<file path="src/rtl/serialize_10b.sv">
// 10-bit parallel-to-serial line stage that sits behind encode_8b10b and sends bit "a" (d_in[9]) first.
// Defining SERIALIZE_SYNC_PREAMBLE_EN adds a K28.5 comma preamble before the data words.
//
// state    | meaning
// ---------|------------------------------------------------------------
// ST_RESET | idle after reset; the first enabled cycle loads word 0
// ST_SYNC  | sending comma preamble words, alternating RD- and RD+
// ST_DATA  | every word boundary loads d_in from the encoder
module serialize_10b #(
    parameter int CLKS_PER_BIT = 1,
    parameter int SYNC_WORDS   = 16
) (
    input  logic       clk,
    input  logic       rst,
    input  logic       enable,
    input  logic [9:0] d_in,
    output logic       nextword_enable,
    output logic       d_out,
    output logic       sync_done
);
    localparam int DIV_W = (CLKS_PER_BIT > 1) ? $clog2(CLKS_PER_BIT) : 1;
    localparam logic [DIV_W-1:0] DIV_MAX = DIV_W'(CLKS_PER_BIT - 1);

    if (CLKS_PER_BIT < 1 || SYNC_WORDS < 2 || (SYNC_WORDS % 2) != 0) begin : g_param_check
        $error("serialize_10b: CLKS_PER_BIT must be >=1 and SYNC_WORDS even and >=2");
    end

`ifdef SERIALIZE_SYNC_PREAMBLE_EN
    typedef enum logic [1:0] {ST_RESET, ST_SYNC, ST_DATA} state_t;
    localparam logic [9:0] K28_5_NEG = 10'b0011111010;
    localparam logic [9:0] K28_5_POS = 10'b1100000101;
    localparam int PRE_W = $clog2(SYNC_WORDS + 1);
    localparam logic [PRE_W-1:0] PRE_LAST = PRE_W'(SYNC_WORDS);
    logic [PRE_W-1:0] pre_cnt, pre_cnt_nx;
`else
    typedef enum logic {ST_RESET, ST_DATA} state_t;
`endif

    state_t           state, state_nx;
    logic [9:0]       sr, load_word;
    logic [3:0]       bit_cnt;
    logic [DIV_W-1:0] div_cnt;
    logic             tick, word_end, bit8_end, data_set;

    assign tick     = enable && (div_cnt == DIV_MAX);
    assign word_end = tick && (bit_cnt == 4'd9);
    // The request lands on the last cycle of bit 8 so d_in settles a full bit before the load.
    assign bit8_end = !rst && tick && (bit_cnt == 4'd8);

    always_comb begin
        state_nx        = state;
        load_word       = d_in;
        data_set        = 1'b0;
        nextword_enable = 1'b0;
`ifdef SERIALIZE_SYNC_PREAMBLE_EN
        pre_cnt_nx      = pre_cnt;
`endif
        case (state)
            ST_RESET: begin
                if (word_end) begin
`ifdef SERIALIZE_SYNC_PREAMBLE_EN
                    state_nx   = ST_SYNC;
                    load_word  = K28_5_NEG;
                    pre_cnt_nx = PRE_W'(1);
`else
                    state_nx   = ST_DATA;
                    data_set   = 1'b1;
`endif
                end
            end
`ifdef SERIALIZE_SYNC_PREAMBLE_EN
            ST_SYNC: begin
                // pre_cnt counts preamble words already loaded; at PRE_LAST the final comma is on the line.
                nextword_enable = bit8_end && (pre_cnt == PRE_LAST);
                if (word_end) begin
                    if (pre_cnt == PRE_LAST) begin
                        state_nx = ST_DATA;
                        data_set = 1'b1;
                    end else begin
                        load_word  = pre_cnt[0] ? K28_5_POS : K28_5_NEG;
                        pre_cnt_nx = pre_cnt + 1'b1;
                    end
                end
            end
`endif
            ST_DATA: begin
                nextword_enable = bit8_end;
            end
            default: begin
                state_nx = ST_RESET;
            end
        endcase
    end

    always_ff @(posedge clk) begin
        if (rst) begin
            state <= ST_RESET;
`ifdef SERIALIZE_SYNC_PREAMBLE_EN
            pre_cnt <= '0;
`endif
        end else begin
            state <= state_nx;
`ifdef SERIALIZE_SYNC_PREAMBLE_EN
            pre_cnt <= pre_cnt_nx;
`endif
        end
    end

    always_ff @(posedge clk) begin
        if (rst) begin
            sr        <= '0;
            bit_cnt   <= 4'd9;
            div_cnt   <= DIV_MAX;
            d_out     <= 1'b0;
            sync_done <= 1'b0;
        end else begin
            if (enable) begin
                d_out   <= sr[9];
                div_cnt <= tick ? '0 : div_cnt + 1'b1;
            end
            if (tick) begin
                if (bit_cnt == 4'd9) begin
                    sr      <= load_word;
                    bit_cnt <= 4'd0;
                end else begin
                    sr      <= {sr[8:0], 1'b0};
                    bit_cnt <= bit_cnt + 4'd1;
                end
            end
            if (data_set) begin
                sync_done <= 1'b1;
            end
        end
    end
endmodule

</file>
<file path="config.mk">
export PLATFORM = sky130hd
export DESIGN_NAME = serialize_10b
export DESIGN_NICKNAME = d
export VERILOG_FILES = /design/src/rtl/serialize_10b.sv
export SDC_FILE = /design/constraint.sdc
export NUM_CORES = 1
export LEC_CHECK = 0
export ABC_CLOCK_PERIOD_IN_PS = 3050
export CAP_MARGIN = 10
export CORE_MARGIN = 5
export CORE_UTILIZATION = 53
export DETAILED_ROUTE_END_ITERATION = 16
export GPL_TIMING_DRIVEN = 0
export PLACE_DENSITY_LB_ADDON = 0.15
export SLEW_MARGIN = 0
export SYNTH_ARGS = -nofsm -noshare
export SYNTH_HDL_FRONTEND = slang
export SYNTH_SLANG_ARGS = --single-unit
export TNS_END_PERCENT = 1
</file>
<file path="constraint.sdc">
create_clock -name clk -period 3.05 [get_ports clk]
set_input_delay 0.4575 -clock clk [delete_from_list [all_inputs] [get_ports clk]]
set_output_delay 0.4575 -clock clk [all_outputs]
set_load 0.01 [all_outputs]
</file>
==> results.ini, run 1 <==
[route]
drc_errors = 0
drt-total-wl_um = 1812
drt-initial-drc-count = 7
first_pass_iters = 4
num_vias = 735
viasPerCell = 5.833
wl_per_cell_um = 14.38
ant_nets = 0

[layout]
syn_to_final_growth_pct = 21.22
nNetsFinal = 125
diodes = 0
drive_gt1_share_pct = 21.82
fill_cells = 134
post-route-util_pct = 68.47

[global_route]
grt_first_pass_wirelength_um = 2994
grt_overflow = 0
busiest_layer = met2
grt_pass1_vias = 677
grt_max_degree = 11
grtUsageMet2_pct = 23.85
use_met1_pct = 19.31
gr-usage-all-layers_pct = 15.31
met3_usage_pct = 5.621
antenna_found_initial = 0

[clocking]
ctsHoldBuffers = 0
cts_resized = 0
clkTransAtPathRegs_ns = 0.10
cts.sinks = 18
h-tree-depth = 1
cts_buffers = 3
clock_path_buffers = 2
cts_tree = built
clockRootBuffer = clkbuf_4
cts_setup_buffers = 0
insertion_delay_ns = 0.30

[sta]
max_freq_mhz = 387.2
worst_pin_slew_ns = 0.5469
rsz0062_at_grt = no
hold_viol_final = 0
finalCritPeriodShare_pct = 84.67
finalSetupViolations = 0
relSlewSlack_pct = 63.54
drv_slew = 0
hold_ws_ns = 0.4696
period_minus_slack_ns = 2.583
final.setup_skew_ns = 0.002580
setup_tns_ns = 0

[logic_synthesis]
yosys.area_share.simple_pct = 44.04
syn-instance-count = 93
yosysWarnings = 0
synthXorXnorAreaFrac_pct = 0
synthArstFlopShare_pct = 0
synth_edf_count = 0
ys_seq_area_share_pct = 41.86
synth.avg_cell_area_um2 = 9.256
synth_top_area_share_pct = 41.86
yosysUniqueCellTypes = 28
syn_area_um2 = 860.8
syn-num-nets = 106
synthTopCellsByArea = dfxtp_1 42%, nor4_2 10%, nor3_2 8.1%, nor3_1 7.0%, nor2_1 5.2%
synth_ff_type = dfxtp_1
synth_top_family_by_area = simple AND/OR/NAND/NOR gates
synth.area.mux_share_pct = 1.163
ys_ff_latch = 18
synth_top_cell_by_area = dfxtp_1
synthAdderAreaFrac_pct = 0
synth_compound_area_share_pct = 7.122

[power_and_ir_drop]
power_density_nw_per_um2 = 481.7
ir_drop_mv = 0.3893
leakage_nw = 0.3750

[critical_path]
crit_required_ns = 2.59
criticalPathCategory = input port to output pin
path_max_fanout = 10
r2r_start = bit_cnt[0]
cp-end-kind = output pin
critPathLaunch = enable
critPathArrivalTime_ns = 2.13
critPathLaunchType = input port

[placed_design]
portBuffers = 14
dp_hpwl_um = 1265
place_congestion = 0.7965

[floorplanning]
core-area_um2 = 1524
die_w_um = 50.30
die_h_um = 50.30
start_util_pct = 56.49
io_pins = 16
rows = 14
die_area_um2 = 2530

[hold_path]
hp-class = register to register
worstHoldStart = sr[0]

[job]
drv_cap = 0

[status]
status = completed

synthesized netlist by cell type (all sizes together) (2+ instances only):
| library cell | instances |
|---|---|
| nor3 | 19 |
| dfxtp | 18 |
| nand2b | 4 |
| buf | 7 |
| nand2 | 2 |
| inv | 2 |
| nor2 | 12 |
| a21o | 2 |
| o21ai | 2 |
| nor4 | 9 |
| a21oi | 4 |
placed cells by master, fill, tap and decap left out, types with 3 or more instances in the layout:
| cell type | Yosys | layout |
|---|---|---|
| nor2_1 | 12 | 12 |
| nor3_2 | 7 | 7 |
| nand2b_1 | 4 | 4 |
| clkdlybuf4s50_1 | 0 | 14 |
| clkbuf_4 | 0 | 3 |
| a21oi_1 | 4 | 4 |
| nor4_2 | 7 | 7 |
| dfxtp_1 | 18 | 18 |
| buf_2 | 4 | 4 |
| nor3_1 | 12 | 12 |
registers in the layout, summed over array words and instances, names as in the netlist:
name	cells
state	1
sync_done	1
d_out	1
bit_cnt	4
sr	10
div_cnt	1
worst max-delay path, stage by stage:
cell,delay (ns)
clkdlybuf4s50_1,0.56
nand2b_1,0.12
buf_2,0.20
nor3_1,0.23
clkdlybuf4s50_1,0.57
final cells by class:
cell class | instances | area [um^2] | share of cell area, %
clock buffers | 3 | 22.52 | 2.158
multi-input cells | 66 | 450.4 | 43.17
plain buffers | 7 | 42.54 | 4.077
well taps | 16 | 20.02 | 1.918
flip-flops and latches | 18 | 360.3 | 34.53
inverters | 2 | 7.507 | 0.7194
repair buffers | 14 | 140.1 | 13.43
layer usage:
layer  vias to the layer above  wire (um)
li1                        377          -
met1                       339        876
met2                        15        826
met3                         4         89
met4                         0         21
met5                         -          0
power breakdown:
part           leakage [nW]  switching (mW)  total, mW  internal [mW]
logic                 0.213          0.0581      0.113         0.0550
clock network        0.0138          0.0744      0.120         0.0461
registers             0.149          0.0142      0.269          0.255
total                 0.375           0.147      0.503          0.356
logic make-up (layout without fill, tap and decap cells):
kind of cell / Yosys count / after routing
multiplexers: 1 / 1
flip-flops: 18 / 18
buffers and inverters: 9 / 26
AO/OA/AOI/OAI: 10 / 10
AND/OR/NAND/NOR: 55 / 55
final timing paths:
kind                           to  slack, ns  cells past startpoint
setup / recovery  nextword_enable       0.47                      5
hold / removal              sr[0]       0.47                      2
setup reg to reg       bit_cnt[3]       1.77                      3
hold reg to reg             sr[0]       0.47                      2
per-stage QoR:
step                std cells  instance area, um^2  power, mW  worst slack (ns)
floorplan                  93                860.8     0.3506             1.306
global placement          123                 1021     0.3849            0.4750
detailed placement        123                 1021     0.3878            0.4837
CTS                       126                 1044     0.5082            0.4712
global route              126                 1044     0.5278            0.3843
finish                    126                 1044     0.5027            0.4675
Power figures use the tool's default switching activity.
==> inputs of run 2 (changes only) <==
Settings changed: ABC_CLOCK_PERIOD_IN_PS 3050 to 2400, CORE_UTILIZATION 53 to 49.
Clock period 3.05 ns to 2.4 ns, I/O delays scaled along.
==> results.ini, run 2 (synthesis results as in run 1) <==
[floorplanning]
io_pins = 16  ; unchanged
core-area_um2 = 1689  ; +11%
start_util_pct = 50.96  ; -5.5 points
die_h_um = 51.92  ; +3.2%
die_area_um2 = 2695  ; +6.5%
rows = 15  ; +1
die_w_um = 51.92  ; +3.2%

[layout]
post-route-util_pct = 62.81  ; -5.7 points
nNetsFinal = 125  ; unchanged
top_regs = sr (10), bit_cnt (4)
final_cells = 128  ; +1.6%
drive_gt1_share_pct = 22.52  ; +0.70 points
fin_area_um2 = 1061  ; +1.7%
final_common_cell = dfxtp_1
diodes = 0  ; unchanged
largest_reg_flops = 10  ; unchanged
syn_to_final_growth_pct = 23.26
largest-register = sr
most-common-layout-cells = 18 x dfxtp_1, 13 x clkdlybuf4s50_1, 12 x nor3_1, 12 x nor2_1

[critical_path]
cpMaxStageDelayCell = clkdlybuf4s50_1
cp_num_buf_inv = 3  ; unchanged
criticalPathCategory = input port to output pin
slowest_delay_ns = 0.55  ; -0.02 ns
path_max_fanout = 10  ; unchanged
critPathArrivalTime_ns = 1.61  ; -0.52 ns
critPathLaunchType = input port
critPathLaunch = enable
cp-end-kind = output pin
worstPathCellList = clkdlybuf4s50_1, nand2b_1, buf_2, nor3_1, dlymetal6s2s_1
cp_top_family = buffers and inverters
r2r_start = bit_cnt[2]
crit_required_ns = 2.04  ; -0.55 ns

[clocking]
clock_path_buffers = 2  ; unchanged
ctsHoldBuffers = 0  ; unchanged
clockRootBuffer = clkbuf_4
clkTransAtPathRegs_ns = 0.10  ; about the same
h-tree-depth = 1  ; unchanged
cts_setup_buffers = 0  ; unchanged
cts.sinks = 18  ; unchanged
cts_tree = built
cts_resized = 0  ; unchanged
insertion_delay_ns = 0.29  ; about the same
cts_buffers = 3  ; unchanged

[global_route]
grt_max_degree = 11  ; unchanged
grt_pass1_vias = 696  ; +2.8%
grt_first_pass_wirelength_um = 3194  ; +6.7%
antenna_found_initial = 0  ; unchanged
grtUsageMet2_pct = 25.52  ; +1.7 points
met3_usage_pct = 3.152  ; -2.5 points
use_met1_pct = 20.35  ; +1.0 points
gr-usage-all-layers_pct = 15.63  ; +0.33 points
busiest_layer = met2
grt_overflow = 0  ; unchanged

[hold_path]
worstHoldStart = rst
hp-class = input port to register

[route]
drc_errors = 0  ; unchanged
wl_per_cell_um = 14.25  ; -0.91%
ant_nets = 0  ; unchanged
drt-initial-drc-count = 14  ; +7
first_pass_iters = 4  ; unchanged
num_vias = 734  ; -0.14%
drt-total-wl_um = 1824  ; +0.66%
viasPerCell = 5.734  ; -1.7%

[placed_design]
dp_hpwl_um = 1309  ; +3.5%
place_area_um2 = 1022  ; +0.12%
place_congestion = 0.7586  ; -4.8%
dp.cells = 124  ; +0.81%
dpl_worst_slack_ns = 0.01666  ; -0.4670 ns
portBuffers = 14  ; unchanged

[sta]
period_minus_slack_ns = 1.967
finalCritPeriodShare_pct = 81.96
final.setup_skew_ns = 0.002374  ; -0.0002060 ns
setup_ws_ns = 0.4331  ; -0.03441 ns
hold_ws_ns = 0.4203  ; -0.04930 ns
hold_viol_final = 0  ; unchanged
finalSetupViolations = 0  ; unchanged
rsz0062_at_grt = no
drv_slew = 0  ; unchanged
relSlewSlack_pct = 67.13  ; +3.6 points
worst_pin_slew_ns = 0.4931  ; -0.05384 ns
setup_tns_ns = 0  ; unchanged
max_freq_mhz = 508.4

[power_and_ir_drop]
total_power_mw = 0.6718  ; +34%
leakage_nw = 0.4008  ; +6.9%
power_density_nw_per_um2 = 633.1  ; +31%
ir_drop_mv = 0.4386  ; +13%

[status]
status = completed

[job]
drv_cap = 0  ; unchanged

-- run 2: worst paths after layout --
path                            cells past startpoint  slack, ns              end
worst max-delay path                                5       0.43  nextword_enable
worst max register to register                      4       1.13            sr[7]
worst min register to register                      2       0.48            sr[0]
worst min-delay path                                2       0.42            sr[8]
-- run 2: power breakdown --
part	switching [mW]	leakage, nW	internal, mW
Clock	0.0933	0.0210	0.0923
Sequential	0.0180	0.149	0.324
Combinational	0.0744	0.231	0.0698
-- run 2: area by class of cell --
class                           instances  area (um^2)
Fill cell                             149        628.1
Clock buffer                            4        36.28
Multi-Input combinational cell         66        450.4
Sequential cell                        18        360.3
Inverter                                2        7.507
Buffer                                  7        42.54
Timing Repair Buffer                   14        142.6
Tap cell                               17        21.27
-- run 2: per-layer routing --
metal  share of wire (%)  vias up
li1                    -      370
met5                   0        -
met3                 6.2        2
met2                  50       14
met1                  43      348
met4                0.66        0
